===== config.mk =====
export PLATFORM = sky130hd
export DESIGN_NAME = madd_seq_approx
export DESIGN_NICKNAME = d
export VERILOG_FILES = /design/src/rtl/madd_seq_approx.sv
export SDC_FILE = /design/constraint.sdc
export NUM_CORES = 1
export LEC_CHECK = 0
export ABC_AREA = 1
export CAP_MARGIN = 20
export CORE_ASPECT_RATIO = 1.2
export CORE_MARGIN = 2
export CORE_UTILIZATION = 30
export DETAILED_ROUTE_END_ITERATION = 7
export MAX_ROUTING_LAYER = met4
export REMOVE_ABC_BUFFERS = 1
export SYNTH_ARGS = -nofsm -noshare
export SYNTH_HDL_FRONTEND = slang
export SYNTH_SLANG_ARGS = --single-unit

===== constraint.sdc =====
create_clock -name clk -period 5.3 [get_ports clk]
set_input_delay 1.06 -clock clk [delete_from_list [all_inputs] [get_ports clk]]
set_output_delay 1.06 -clock clk [all_outputs]
set_load 0.03 [all_outputs]

===== src/rtl/madd_seq_approx.sv =====
// Sequential shift-add a*b+c with a per-transaction truncated-partial-product (approximate) mode.
// Optional error monitor: define MADD_ERR_MON_EN to add the err_flag port and exact reference.
module madd_seq_approx #(
    parameter int unsigned W          = 2,
    parameter int unsigned TRUNC      = 1,
    parameter int unsigned ERR_THRESH = 1
) (
    input  logic             clk,
    input  logic             rst_n,
    input  logic             in_valid,
    output logic             in_ready,
    input  logic [W-1:0]     a,
    input  logic [W-1:0]     b,
    input  logic [W-1:0]     c,
    input  logic             approx_en,
    output logic             out_valid,
    input  logic             out_ready,
    output logic [2*W-1:0]   result
`ifdef MADD_ERR_MON_EN
    ,
    output logic             err_flag
`endif
);

    localparam int unsigned AW = 2 * W;
    localparam int unsigned CW = (W > 1) ? $clog2(W) : 1;
    localparam logic [AW-1:0] KEEP_MASK = {AW{1'b1}} << TRUNC;
    localparam logic [CW-1:0] CNT_LAST  = CW'(W - 1);

    // The threshold must also fit the 2W-bit error magnitude.
    if (W < 2 || TRUNC > W || (64'(ERR_THRESH) >> (2 * W)) != 64'd0) begin : g_bad_params
        $error("madd_seq_approx: illegal parameter combination");
    end

    typedef enum logic [1:0] {IDLE, MUL, DONE} state_e;

    state_e          state_q, state_d;
    logic [W-1:0]    a_q, a_d, b_q, b_d;
    logic            approx_q, approx_d;
    logic [AW-1:0]   acc_q, acc_d;
    logic [CW-1:0]   cnt_q, cnt_d;
    logic            in_ready_q, in_ready_d;
    logic            out_valid_q, out_valid_d;
    logic [AW-1:0]   result_q, result_d;
    logic [AW-1:0]   pp, pp_eff;
    logic            accept;

    assign accept = (state_q == IDLE) && in_valid && in_ready_q;

    always_comb begin
        pp     = AW'(a_q) << cnt_q;
        pp_eff = approx_q ? (pp & KEEP_MASK) : pp;
    end

    always_ff @(posedge clk or negedge rst_n) begin
        if (!rst_n) begin
            state_q <= IDLE;
        end else begin
            state_q <= state_d;
        end
    end

    always_comb begin
        state_d = state_q;
        case (state_q)
            IDLE:    if (accept) state_d = MUL;
            MUL:     if (cnt_q == CNT_LAST) state_d = DONE;
            DONE:    if (out_ready) state_d = IDLE;
            default: state_d = IDLE;
        endcase
    end

    // Datapath and registered-output next values.
    always_comb begin
        a_d      = a_q;
        b_d      = b_q;
        approx_d = approx_q;
        acc_d    = acc_q;
        cnt_d    = cnt_q;
        result_d = result_q;
        case (state_q)
            IDLE: begin
                if (accept) begin
                    a_d      = a;
                    b_d      = b;
                    approx_d = approx_en;
                    acc_d    = AW'(c);
                    cnt_d    = '0;
                end
            end
            MUL: begin
                if (b_q[cnt_q]) acc_d = acc_q + pp_eff;
                cnt_d = cnt_q + CW'(1);
            end
            default: ;
        endcase
        if (state_q == MUL && state_d == DONE) result_d = acc_d;
        in_ready_d  = (state_d == IDLE);
        out_valid_d = (state_d == DONE);
    end

    always_ff @(posedge clk or negedge rst_n) begin
        if (!rst_n) begin
            a_q         <= '0;
            b_q         <= '0;
            approx_q    <= 1'b0;
            acc_q       <= '0;
            cnt_q       <= '0;
            in_ready_q  <= 1'b1;
            out_valid_q <= 1'b0;
            result_q    <= '0;
        end else begin
            a_q         <= a_d;
            b_q         <= b_d;
            approx_q    <= approx_d;
            acc_q       <= acc_d;
            cnt_q       <= cnt_d;
            in_ready_q  <= in_ready_d;
            out_valid_q <= out_valid_d;
            result_q    <= result_d;
        end
    end

    assign in_ready  = in_ready_q;
    assign out_valid = out_valid_q;
    assign result    = result_q;

`ifdef MADD_ERR_MON_EN
    logic [W-1:0]  c_q, c_d;
    logic          err_q, err_d;
    logic [AW-1:0] exact_ref, abs_err;

    // Error is judged against the final accumulator value on the MUL->DONE edge.
    always_comb begin
        exact_ref = AW'(a_q) * AW'(b_q) + AW'(c_q);
        abs_err   = (exact_ref >= acc_d) ? (exact_ref - acc_d) : (acc_d - exact_ref);
        c_d       = c_q;
        err_d     = err_q;
        if (accept) c_d = c;
        if (state_q == MUL && state_d == DONE) begin
            err_d = (abs_err > AW'(ERR_THRESH));
        end else if (state_d != DONE) begin
            err_d = 1'b0;
        end
    end

    always_ff @(posedge clk or negedge rst_n) begin
        if (!rst_n) begin
            c_q   <= '0;
            err_q <= 1'b0;
        end else begin
            c_q   <= c_d;
            err_q <= err_d;
        end
    end

    assign err_flag = err_q;
`endif

endmodule

Word level (Yosys, flattened, before mapping):

Index checks and enable logic that the tools add are counted.
Widths: inputs -> output; s select.

* flip-flop bits (word level): 18
* input port bits: 11
* output and inout bits: 6
* word-level logic and storage cells: 37

* add/sub/neg operators: 2
* order comparisons: 1
* eq/ne operators: 4
* shift operators: 1
* mux-type cells: 12
* reduce and logical (&&, ||, !) cells: 8

Operator list (number)
* $mux 4: 2
* $pmux 4 s2: 1
* $mux 2: 3
* $pmux 2 s3: 1
* $add 4x4->4: 1
* $eq 2x2->1 const B: 2
* $logic_not 2->1: 2
* $mux 1: 4
* $reduce_and 2->1: 2
* $shl 2x1->4: 1
* $logic_and 1x1->1: 3
* $eq 2x1->1 const B: 1
* $lt 1x2->1 const B: 1
* $ne 2x2->1 const B: 1
* $pmux 1 s2: 1
* $reduce_bool 2->1: 1
* $add 1x1->1 const B: 1

Longest topological paths before layout:

Gate-level depths: netlist of run 1.

* depth after elaboration: 7
* depth in mapped cells: 12
* mapped depth without buffers: 12

Least setup slack after synthesis of run 1:

No wires, ideal clock.

* path kind: reg2reg
* from: register cnt_q
* to: register result_q[2], in the netlist result[2]
* setup time: 117 ps
* arrival: 1648 ps
* required time: 5183 ps
* setup slack: 3535 ps
* stages on the path, launching flop included: 9
* buffers on the path: 0
* clock period less this slack: 1765 ps
* cell sequence: dfrtp_1 > inv_1 > o21ai_0 > fa_1 > or2_2 > nand4_1 > nand2_1 > nand2_1 > nand2_1

* word-level cells in the longest chain between the ends: 5
* elaborated cells on any way between the ends: 11
* classes of those cells: add/sub (1); eq/ne (1); shift (1); mux (7); reduce/logical (1)

RTL lines
* from (decl): RTL line 41 `logic [CW-1:0] cnt_q, cnt_d;`
* from (signal assigned): RTL line 117 `cnt_q <= cnt_d;`
* $shl 2x1->4: RTL line 51 `pp = AW'(a_q) << cnt_q;`
* $mux 1: RTL line 52 `pp_eff = approx_q ? (pp & KEEP_MASK) : pp;`
* $add 4x4->4: RTL line 92 `if (b_q[cnt_q]) acc_d = acc_q + pp_eff;`
* $mux 4 (*): RTL line 92
* $pmux 4 s2 (*): RTL line 81 `case (state_q)`
* net acc_d[2]: RTL line 40 `logic [AW-1:0] acc_q, acc_d;`
* to (signal assigned): RTL line 120 `result_q <= result_d;`
* to (decl): RTL line 44 `logic [AW-1:0] result_q, result_d;`

The timed path passes the listed nets; every way through them passes the cells marked *. The select of a mux whose other input is x is not followed.
A chain may end at the register's enable or synchronous reset.

Worst setup path after layout of run 1:

* from: register in_ready_q, in the netlist in_ready
* to: output port in_ready

RTL lines
* from (decl): RTL line 42 `logic in_ready_q, in_ready_d;`
* from (signal assigned): RTL line 118 `in_ready_q <= in_ready_d;`
* to (decl): RTL line 11 `output logic in_ready,`

No word-level cell between the ends.

==> results of run 1 <==
-- registers in the layout, summed over array words and instances (netlist names) --
| signal | count |
|---|---|
| a_q | 2 |
| acc_q | 4 |
| approx_q | 1 |
| b_q | 2 |
| cnt_q | 1 |
| in_ready | 1 |
| out_valid | 1 |
| result | 4 |
| state_q | 2 |
-- placed cells by master (no fill, tap or decap) --
cell type | synthesis | routed
nand2_1 | 40 | 40
dfrtp_1 | 17 | 17
clkdlybuf4s50_1 | 0 | 16
inv_1 | 13 | 13
o21ai_0 | 8 | 8
nand3_1 | 4 | 4
inv_2 | 3 | 3
a21oi_1 | 3 | 3
nor2_1 | 3 | 3
ha_1 | 3 | 3
clkbuf_4 | 0 | 3
o21ai_2 | 2 | 2
nor2_4 | 2 | 2
nand2_4 | 2 | 2
nand2_2 | 2 | 2
inv_4 | 1 | 1
nor2_2 | 1 | 1
nor3_1 | 1 | 1
or2_2 | 1 | 1
nand4_1 | 1 | 1
fa_1 | 1 | 1
clkbuf_8 | 0 | 1
dfstp_2 | 1 | 1
-- logic make-up (layout without fill, tap and decap cells) --
logic type / count (synthesis) / count (layout) / synth area share
buffers and inverters: 17 / 37 / 0.0728
and+or+nand+nor: 57 / 57 / 0.288
adders and majority gates: 4 / 4 / 0.0632
AOI/OAI and AO/OA: 13 / 13 / 0.0797
DFF: 18 / 18 / 0.496
-- report_power, final --
part           leakage, µW  internal (µW)  switching [µW]  total (µW)
combinational     0.000344            128             214         342
clock            0.0000210           41.9            42.1        83.9
sequential        0.000228            201            43.0         244
-- per-layer routing --
layer  vias to the layer above  wire (µm)  GRT usage  share of wire
met5                         -          0          -              0
met3                         4         19    0.00701          0.011
met4                         0         51     0.0938          0.029
met2                         5        909      0.193           0.53
met1                       357        748      0.155           0.43
li1                        377          -          -              -
-- through the flow --
step / std cells / hold slack [ns] / total power (µW) / setup slack, ns
2_1_floorplan: 109 / 0.449 / 489 / 3.54
3_3_place_gp: 159 / 0.466 / 584 / 3.02
3_5_place_dp: 159 / 0.476 / 592 / 2.98
4_1_cts: 163 / 0.502 / 677 / 2.74
5_1_grt: 163 / 0.536 / 738 / 2.71
6_report: 163 / 0.494 / 670 / 2.75
-- worst paths after layout --
kind                       slack (ns)        end  cells past startpoint      start
max                              2.75   in_ready                      1   in_ready
min                              0.49  result[2]                      2  result[2]
max reg2reg                      3.36  result[2]                      9      cnt_q
min reg2reg                      0.49  result[2]                      2  result[2]
max in group asynchronous        3.59  result[1]                      1      rst_n
min in group asynchronous        1.21     b_q[0]                      1      rst_n
-- final cells by class --
type / count / area [µm²] / share of cell area
multi-input cells: 74 / 393 / 0.342
repair buffers: 16 / 160 / 0.139
well taps: 34 / 42.5 / 0.0370
clock buffers: 4 / 36.3 / 0.0316
flip-flops and latches: 18 / 452 / 0.393
inverters: 17 / 66.3 / 0.0577
==> results.toml, run 1 <==
[min_path]
hold_class = "flip-flop to flip-flop"

[cells_and_area]
fillerInstances = 296
n_antenna_cell = 0
final_area_um2 = 1150
syn_to_final_growth_pct = 26.2
final_nets = 145
drive_gt1_frac = 0.147
final_util = 0.405

[pwr]
power.density_nw_per_um2 = 583
irDropWorstVdd_mv = 0.201
p_leak_uw = 0.000593

[place]
portBuffers = 16
gp_congestion = 0.844
placedInstanceArea_um2 = 1110
hpwl_mm = 1.37

[clock_tree]
worstSkewPairLatency_ns = 0.29
postCtsSetupRepairBufs = 0
cts_sinks = 18
htree_levels = 1
root_buffer = "clkbuf_4"
cts_buffers = 3
ctsResizeCount = 0
hold_buffers = 0
cts_tree = "built"
clock_path_buffers = 2
cts.clk_slew.worst_paths_ns = 0.10

[logic_synthesis]
ys_types = 20
synth_area_leaders = "dfrtp_1 (47%), nand2_1 (16%), inv_1 (5.4%), o21ai_0 (4.4%), ha_1 (4.1%)"
ys_async_sr_fraction = 1.00
synthCells = 109
ys_seq_area_frac = 0.496
synth_area_per_cell_um2 = 8.36
netlist_area_um2 = 911
ys.flop_type = "dfrtp_1"
synth_edf_count = 0
ys_seq_elements = 18
yosysMostFrequentCell = "nand2_1"
synth_top_area_share = 0.467
synth_warnings = 0
synth_top_cell_by_area = "dfrtp_1"
synthTopCellsByCount = "nand2_1 (40), dfrtp_1 (17), inv_1 (13)"

[detailed_routing]
totalWireLength_mm = 1.73
firstDrtPassIters = 4
vias = 743
first_iter_violations = 10
wl_per_cell_um = 10.6
via_per_inst = 4.56
final_antenna_net_count = 0
drc = 0

[timing]
fin_tns_setup_ns = 0
hold_viol = 0
finClkSkew_ns = 0.00624
slew_headroom = 0.474
slew_violations = 0
fmax_mhz = 393
period_needed_ns = 2.55
tightest_slew_ns = 0.787
fin_crit_sh = 0.480
rsz0062_at_grt = "false"
setup_viol = 0

[worst_setup_path]
cp_slowest_cell = "clkdlybuf4s50_1"
startpoint_type = "flip-flop"
worst-setup-path-type = "flip-flop to output pin"
required_ns = 4.24
crit_family = "buffers and inverters"
crit_buf_inv = 1
max_stage_delay_ns = 0.66
cp.arrival_ns = 1.49
end_kind = "output pin"
worst-path-max-fanout = 2
crit_chain = "clkdlybuf4s50_1"

[floorplan]
fp.dieH_um = 64.4
core_um2 = 2840
fp.dieArea_um2 = 3490
die_w_um = 54.3
num_rows = 21
ios = 17
start_util = 0.321

[global_route]
antenna_found_initial = 0
first_global_vias = 776
grt.overflow.total = 0
grt_max_degree = 19
grt_pass1_wl_mm = 3.12
grt.total_usage = 0.127

[run_status]
outcome = "complete, no violations"

[flow_run]
maxCapViolations = 0
Note: power is estimated with default switching activity, not from simulation.
==> run 2, diff against run 1 <==
Clock period 5.3 ns to 2.5 ns, I/O delays scaled along.
==> run 2 against run 1 <==
Effect of this change:
- critical path depth unchanged
- sequential power rose by 110%
- global-route usage increased by 0.49 points
- register-to-register slack got worse by 2.8 ns
- first-iteration DRC count grew 80%
- design area rose by 0.65%
- worst setup slack worse by 2.3 ns
- wire length is 5.8% higher
- non-clock buffer count grew 1
- worst hold slack improved by 0.00098 ns
==> results.toml, run 2 (synthesis results as in run 1) <==
[clock_tree]
postCtsSetupRepairBufs = 0
cts_sinks = 18
clock_path_buffers = 2
worstSkewPairLatency_ns = 0.30
ctsResizeCount = 0
htree_levels = 1
hold_buffers = 0
root_buffer = "clkbuf_4"
cts_tree = "built"
cts_buffers = 3
cts.clk_slew.worst_paths_ns = 0.11

[floorplan]
ios = 17
fp.dieArea_um2 = 3490
fp.dieH_um = 64.4
start_util = 0.321
die_w_um = 54.3
num_rows = 21
core_um2 = 2840

[cells_and_area]
fillerInstances = 289
final_nets = 146
layout_common_cells = "nand2_1 (40), dfrtp_1 (17), clkdlybuf4s50_1 (16)"
layoutNonFillerInstCount = 164
syn_to_final_growth_pct = 27.1
drive_gt1_frac = 0.154
n_antenna_cell = 0
layout_commonest_cell = "nand2_1"
final_area_um2 = 1160

[pwr]
irDropWorstVdd_mv = 0.407
power.switching_uw = 637
sw_frac_of_total = 0.447
p_leak_uw = 0.000598
internal_power_uw = 786
combPwrFrac = 0.506
power.density_nw_per_um2 = 1230
power_frac_clock = 0.131
seqPwrFrac = 0.363

[detailed_routing]
vias = 745
drt-met1-wl_um = 781
drc = 0
wl_met2_um = 968
final_antenna_net_count = 0
first_iter_violations = 18
totalWireLength_mm = 1.83
top_layer = "met4"
wl_per_cell_um = 11.2
firstDrtPassIters = 2
via_per_inst = 4.54
route.met3.wl_um = 17

[place]
hpwl_mm = 1.48
portBuffers = 16
post-place-cells = 160
placedInstanceArea_um2 = 1120
gp_congestion = 0.803

[worst_setup_path]
worst-path-max-fanout = 2
end_kind = "output pin"
max_stage_delay_ns = 0.66
crit_chain = "clkdlybuf4s50_1"
startpoint_type = "flip-flop"
worst-setup-path-type = "flip-flop to output pin"
cp.arrival_ns = 1.50
required_ns = 2.00
crit_family = "buffers and inverters"
cp_slowest_cell = "clkdlybuf4s50_1"
crit_buf_inv = 1

[timing]
fmax_mhz = 499
hold_ws_ns = 0.495
rsz0062_at_grt = "false"
slew_headroom = 0.747
fin_crit_sh = 0.801
finClkSkew_ns = 0.00293
slew_violations = 0
tightest_slew_ns = 0.375
setup_viol = 0
hold_viol = 0
fin_tns_setup_ns = 0
period_needed_ns = 2.00

[global_route]
grt.total_usage = 0.132
first_global_vias = 789
grt_pass1_wl_mm = 3.22
grt.overflow.total = 0
antenna_found_initial = 0
grt_max_degree = 19

[run_status]
outcome = "complete, no violations"

[min_path]
hold_class = "flip-flop to flip-flop"

[flow_run]
maxCapViolations = 0
## run 2: changes by cell type in the layout (fill, tap and decap cells not counted), sizes merged
cell and change:
buf +1
## run 2: layout make-up
cell class,count,area (µm²),area share
inverters,17,66.3,0.0573
repair buffers,17,168,0.145
well taps,34,42.5,0.0368
multi-input cells,74,393,0.339
flip-flops and latches,18,452,0.390
clock buffers,4,36.3,0.0314
## run 2: worst paths after layout
check	from	end	slack, ns	cells after the start
min in group asynchronous	rst_n	b_q[0]	0.51	2
hold / removal	result[0]	result[0]	0.49	2
setup / recovery	in_ready	in_ready	0.50	1
max in group asynchronous	rst_n	in_ready	1.73	2
hold reg to reg	result[0]	result[0]	0.49	2
setup reg to reg	cnt_q	result[2]	0.58	8
## run 2: through the flow
| step | power [µW] | worst slack [ns] | util |
|---|---|---|---|
| 6_report | 1420 | 0.498 | 0.408 |
| 5_1_grt | 1550 | 0.419 | 0.408 |
| 4_1_cts | 1450 | 0.477 | 0.408 |
| 3_5_place_dp | 1260 | 0.570 | 0.395 |
| 3_3_place_gp | 1230 | 0.660 | 0.395 |
| 2_1_floorplan | 1040 | 0.735 | - |
## run 2: power by group through the flow
stage / clock [µW] / sequential, µW / combinational, µW
after floorplan: 0 / 585 / 452
after global routing: 202 / 536 / 812
after global placement: 0 / 522 / 711
after CTS: 195 / 517 / 737
after detailed placement: 0 / 524 / 733
final: 187 / 516 / 720
## run 2: layer usage
metal / up-vias / global-route usage
met4: 0 / 0.103
li1: 376 / -
met5: - / -
met2: 5 / 0.220
met1: 360 / 0.139
met3: 4 / 0.00701
==> run 3, diff against run 2 <==
Clock period 2.5 ns to 1.8 ns, I/O delays scaled along.
==> run 3 against run 2 <==
Effect of this change:
- worst setup slack worse by 0.41 ns
- critical endpoint is now result[1]
- via count is 1.6% lower
- first-iteration DRC count is 44% lower
- largest power group unchanged
- worst hold slack worse by 0.12 ns
- design area is 3.4% higher
- largest cell class unchanged
- power is 45% higher
- sequential share of layout area is 1.3 points lower
- critical path type is now flip-flop to flip-flop
- combinational power is 51% higher
==> results.toml, run 3 (synthesis results as in run 1) <==
[run_status]
outcome = "complete, no violations"

[clock_tree]
cts_tree = "built"
cts_sinks = 18
root_buffer = "clkbuf_4"
worstSkewPairLatency_ns = 0.29
cts.clk_slew.worst_paths_ns = 0.11
htree_levels = 1
cts_buffers = 3
postCtsSetupRepairBufs = 0
clock_path_buffers = 2

[cells_and_area]
n_antenna_cell = 0
layout_common_cells = "nand2_1 (40), dfrtp_1 (17), clkdlybuf4s50_1 (15)"
layout_commonest_cell = "nand2_1"
final_nets = 149
final_util = 0.422
drive_gt1_frac = 0.226
layoutNonFillerInstCount = 167
syn_to_final_growth_pct = 31.3

[pwr]
internal_power_uw = 1150
sw_frac_of_total = 0.444
seqPwrFrac = 0.349
irDropWorstVdd_mv = 0.555
power.switching_uw = 915
power_frac_clock = 0.122
combPwrFrac = 0.529
power.density_nw_per_um2 = 1720
power_uw = 2060
p_leak_uw = 0.000610

[detailed_routing]
firstDrtPassIters = 4
drc = 0
final_antenna_net_count = 0
via_per_inst = 4.39
wl_per_cell_um = 10.6
vias = 733
totalWireLength_mm = 1.77
first_iter_violations = 10

[timing]
fin_tns_setup_ns = 0
hold_viol = 0
fmax_mhz = 585
period_needed_ns = 1.71
setup_viol = 0
tightest_slew_ns = 0.340
hold_ws_ns = 0.374
rsz0062_at_grt = "true"
finClkSkew_ns = 0.00535
slew_headroom = 0.773
slew_violations = 0
fin_crit_sh = 0.949

[floorplan]
start_util = 0.321
fp.dieH_um = 64.4
die_w_um = 54.3
fp.dieArea_um2 = 3490
core_um2 = 2840
ios = 17
num_rows = 21

[place]
hpwl_mm = 1.43
portBuffers = 16
gp_congestion = 0.828
post-place-cells = 163

[min_path]
hold_class = "input port to asynchronous set/reset pin"

[worst_setup_path]
rr_endpoint = "result[1]"
rr_worst_depth = 10
reg2reg_slack_ns = 0.09
startpoint_type = "flip-flop"
end_kind = "flip-flop"
worst-path-max-fanout = 3
rr_startpoint = "a_q[0]"
worst-setup-path-type = "flip-flop to flip-flop"
required_ns = 1.99
cp.arrival_ns = 1.90

[global_route]
first_global_vias = 743
grt.total_usage = 0.123
grt_max_degree = 19
antenna_found_initial = 0
grt_pass1_wl_mm = 3.11
grt.overflow.total = 0

[flow_run]
maxCapViolations = 0
## run 3: critical path: stages (launching register included)
cell and delay (ns):
dfrtp_1 0.35, inv_2 0.05, nor3_2 0.18, ha_2 0.21, fa_2 0.44, inv_2 0.06
a21oi_2 0.04, o21ai_1 0.10, nand2_2 0.07, nand2_1 0.06, nand2_1 0.05
## run 3: repair_timing
| action | CTS | global route |
|---|---|---|
| hold buffers | 0 | 0 |
| pin swaps | 0 | 3 |
| setup endpoints to repair | 3 | 3 |
| gates cloned | 0 | 0 |
| resized for setup | 2 | 8 |
| endpoints found under the hold margin | 0 | 0 |
## run 3: worst max-delay path by stage
stage,cells past startpoint,slack (ns),startpoint,endpoint
after floorplan,8,0.04,cnt_q,result[2]
after detailed placement,8,0.007,cnt_q,result[2]
after global routing,10,-0.06,a_q[0],result[1]
after CTS,9,0.02,a_q[0],result[2]
after global placement,9,0.06,a_q[0],result[2]
final,10,0.09,a_q[0],result[1]
## run 3: metrics by stage
step / worst slack, ns / cell area, µm²
after global placement: 0.0645 / 1140
after CTS: 0.0231 / 1180
after global routing: -0.0633 / 1200
final: 0.0914 / 1200
after floorplan: 0.0351 / 911
after detailed placement: 0.00746 / 1140
## run 3: final cells by class
class,instances,area (µm²)
fillers,295,1640
flip-flops and latches,18,452
multi-input cells,74,410
repair buffers,20,189
inverters,17,66.3
well taps,34,42.5
clock buffers,4,36.3
## run 3: layer usage
| layer | share of wire | track usage | wire length, µm | up-vias |
|---|---|---|---|---|
| met5 | 0 | - | 0 | - |
| met4 | 0.024 | 0.0563 | 42 | 0 |
| met3 | 0.013 | 0.0210 | 23 | 5 |
| met2 | 0.52 | 0.205 | 925 | 6 |
| met1 | 0.44 | 0.138 | 783 | 339 |
| li1 | - | - | - | 383 |
## run 3: power by group through the flow
stage / registers [µW] / logic, µW / clock network [µW]
floorplan: 813 / 628 / 0
global route: 743 / 1220 / 282
global placement: 718 / 1040 / 0
CTS: 717 / 1060 / 266
detailed placement: 726 / 1060 / 0
finish: 720 / 1090 / 251
==> patch: new RTL, flow settings as in run 1 <==
The option `MADD_ERR_MON_EN` is turned on by a define.
--- a/src/rtl/madd_seq_approx.sv
+++ b/src/rtl/madd_seq_approx.sv
@@ -1,5 +1,7 @@
 // Sequential shift-add a*b+c with a per-transaction truncated-partial-product (approximate) mode.
 // Optional error monitor: define MADD_ERR_MON_EN to add the err_flag port and exact reference.
+`define MADD_ERR_MON_EN
+
 module madd_seq_approx #(
     parameter int unsigned W          = 2,
     parameter int unsigned TRUNC      = 1,
Check against the original RTL (old outputs only; new: err_flag): equivalent (Yosys induction, for registers that start in step).
==> patch against run 1 <==
Worst hold slack worse by 0.011 ns. Synthesized cell count grew 61%. Count of clock-buffer cells in the layout unchanged. Final cell count grew 55%. Setup slack worse by 0.66 ns. Synthesized area grew 58%. Register-to-register slack lost 0.88 ns. Sequential cell count rose by 3. Global-route usage down 0.54 points. Design area grew 48%. Routed wire length increased by 61%.
Power is not shown: default switching activity piles up to over one toggle a cycle in this logic, so the estimate is an artifact.
==> patch: results (changes against run 1) <==
number of clock sinks 21 (was 18); critical path arrival 3.36 ns (was 1.49 ns); Multi-input comb cells 122 (was 74); wirelength, routed 2.79 mm (was 1.73 mm); via count of the first global-routing pass 1121 (was 776); minimum setup slack among reg-to-reg paths 2.48 ns (was 3.36 ns); number of fill cells 502 (was 296); slew at the pin with the worst max-slew slack 0.982 ns (was 0.787 ns); Sequential cell area 527 µm² (was 452 µm²); share of the final layout cell area in multi-input gates 45.2% (was 34.2%); clock buffers 4 (unchanged); latest clock arrival within the worst-skew pair 0.26 ns (was 0.29 ns); post-synthesis sequential area ratio 36.7% (was 49.6%); warnings from Yosys 0 (unchanged); master of the slowest instance on the critical path sky130_fd_sc_hd__clkdlybuf4s50_1 (unchanged); Final Setup Violations 0 (unchanged); number of antenna violations at the first check in global routing 0 (unchanged); maximum root-to-sink buffer count 2 (unchanged); number of port buffers 17 (was 16); root cell of the clock tree sky130_fd_sc_hd__clkbuf_8 (was sky130_fd_sc_hd__clkbuf_4); distinct cell type count after synthesis 28 (was 20); fraction of layout cells with a size suffix above 1 13.8% (was 14.7%); final-layout clock-cell area share 2.64% (was 3.16%); CTS Buf Count 3 (unchanged); largest fanout of any net on the critical path 13 (was 2); post-CTS clock slew at the launch and capture registers of the worst setup and hold paths 0.08 ns (was 0.10 ns); HPWL after detailed placement 2.25 mm (was 1.37 mm); dominant cells by area after synthesis sky130_fd_sc_hd__dfrtp_1 (35%), sky130_fd_sc_hd__nand2_1 (15%), sky130_fd_sc_hd__ha_1 (10%) (was sky130_fd_sc_hd__dfrtp_1 (47%), sky130_fd_sc_hd__nand2_1 (16%), sky130_fd_sc_hd__inv_1 (5.4%)); NumNets Final 224 (was 145); final weighted congestion of routability-driven global placement 0.835 (was 0.844); number of signal-net inverters in the final layout 31 (was 17); clk_skew 0.00858 ns (was 0.00624 ns); min-delay worst type reg2reg (unchanged); 1st-pass router iterations 4 (unchanged); most numerous cell types in the synthesized netlist sky130_fd_sc_hd__nand2_1 (57), sky130_fd_sc_hd__inv_1 (24), sky130_fd_sc_hd__dfrtp_1 (20) (was sky130_fd_sc_hd__nand2_1 (40), sky130_fd_sc_hd__dfrtp_1 (17), sky130_fd_sc_hd__inv_1 (13)); layout buffering overhead excluding clock cells 9.97% (was 13.9%); routed vias/inst 4.40 (was 4.56); Critical Path Max Stage Delay 0.45 ns (was 0.66 ns); count of plain and timing-repair buffers in the layout 17 (was 16); pin count of the biggest net entering global routing 22 (was 19); Detailed Route Iter0 Violations 74 (was 10); Top FF cell, synth sky130_fd_sc_hd__dfrtp_1 (unchanged); async set-reset flop share out of synthesis 100% (unchanged); post-cts resize count 0 (unchanged); wire length of the first global-routing pass 4.83 mm (was 3.12 mm); result of the run finished clean (unchanged); overall fraction of global-route tracks in use 12.2% (was 12.7%)
patch: cell types whose count changed in the layout (fill, tap and decap cells not counted), sizes merged, moves of 2 or more:
| cell | change |
|---|---|
| inv | +13 |
| nand3 | +10 |
| dfrtp | +3 |
| nand2 | +20 |
| ha | +9 |
| o21ai | -3 |
| or2 | +2 |
| a21oi | +2 |
| fa | +4 |
patch: through the flow:
stage | area [µm²] | instances | util, % | setup slack (ns) | hold WS [ns]
after global routing | 1710 | 253 | 37.1 | 1.91 | 0.515
after floorplan | 1420 | 174 | - | 2.56 | 0.443
after detailed placement | 1660 | 249 | 36.2 | 1.83 | 0.469
final | 1710 | 253 | 37.1 | 2.10 | 0.483
after global placement | 1660 | 249 | 36.2 | 1.87 | 0.467
after CTS | 1710 | 253 | 37.1 | 2.10 | 0.490
patch: cell families after synthesis:
kind of cell,count (synthesis),share of synthesized area (%)
AO/OA/AOI/OAI,13,5.75
XOR/XNOR,1,0.610
adder cells (fa/ha/maj),17,17.4
buffers and inverters,33,9.50
flip-flops,21,36.7
AND/OR/NAND/NOR,91,30.0
patch: path summary, 6_finish.rpt:
path	depth (start not counted)	from	endpoint
worst min-delay path	2	result[2]	result[2]
worst max-delay path	14	in_valid	err_flag
worst max register to register	12	cnt_q	err_flag
worst min register to register	2	result[2]	result[2]
max in group asynchronous	1	rst_n	acc_q[3]
min in group asynchronous	1	rst_n	approx_q
patch: routing by layer:
metal	up-vias	share of wire, %	global-route usage, %
li1	580	-	-
met1	518	43	14.5
met2	13	53	21.1
met3	2	2.4	1.27
met4	0	1.4	4.29
met5	-	0	-
patch: critical path: cells and delay by family:
kind / cells / cell delay (ns)
compound gates: 1 / 0.13
fa+ha+maj: 2 / 0.65
buf+inv: 2 / 0.50
simple gates: 9 / 0.99
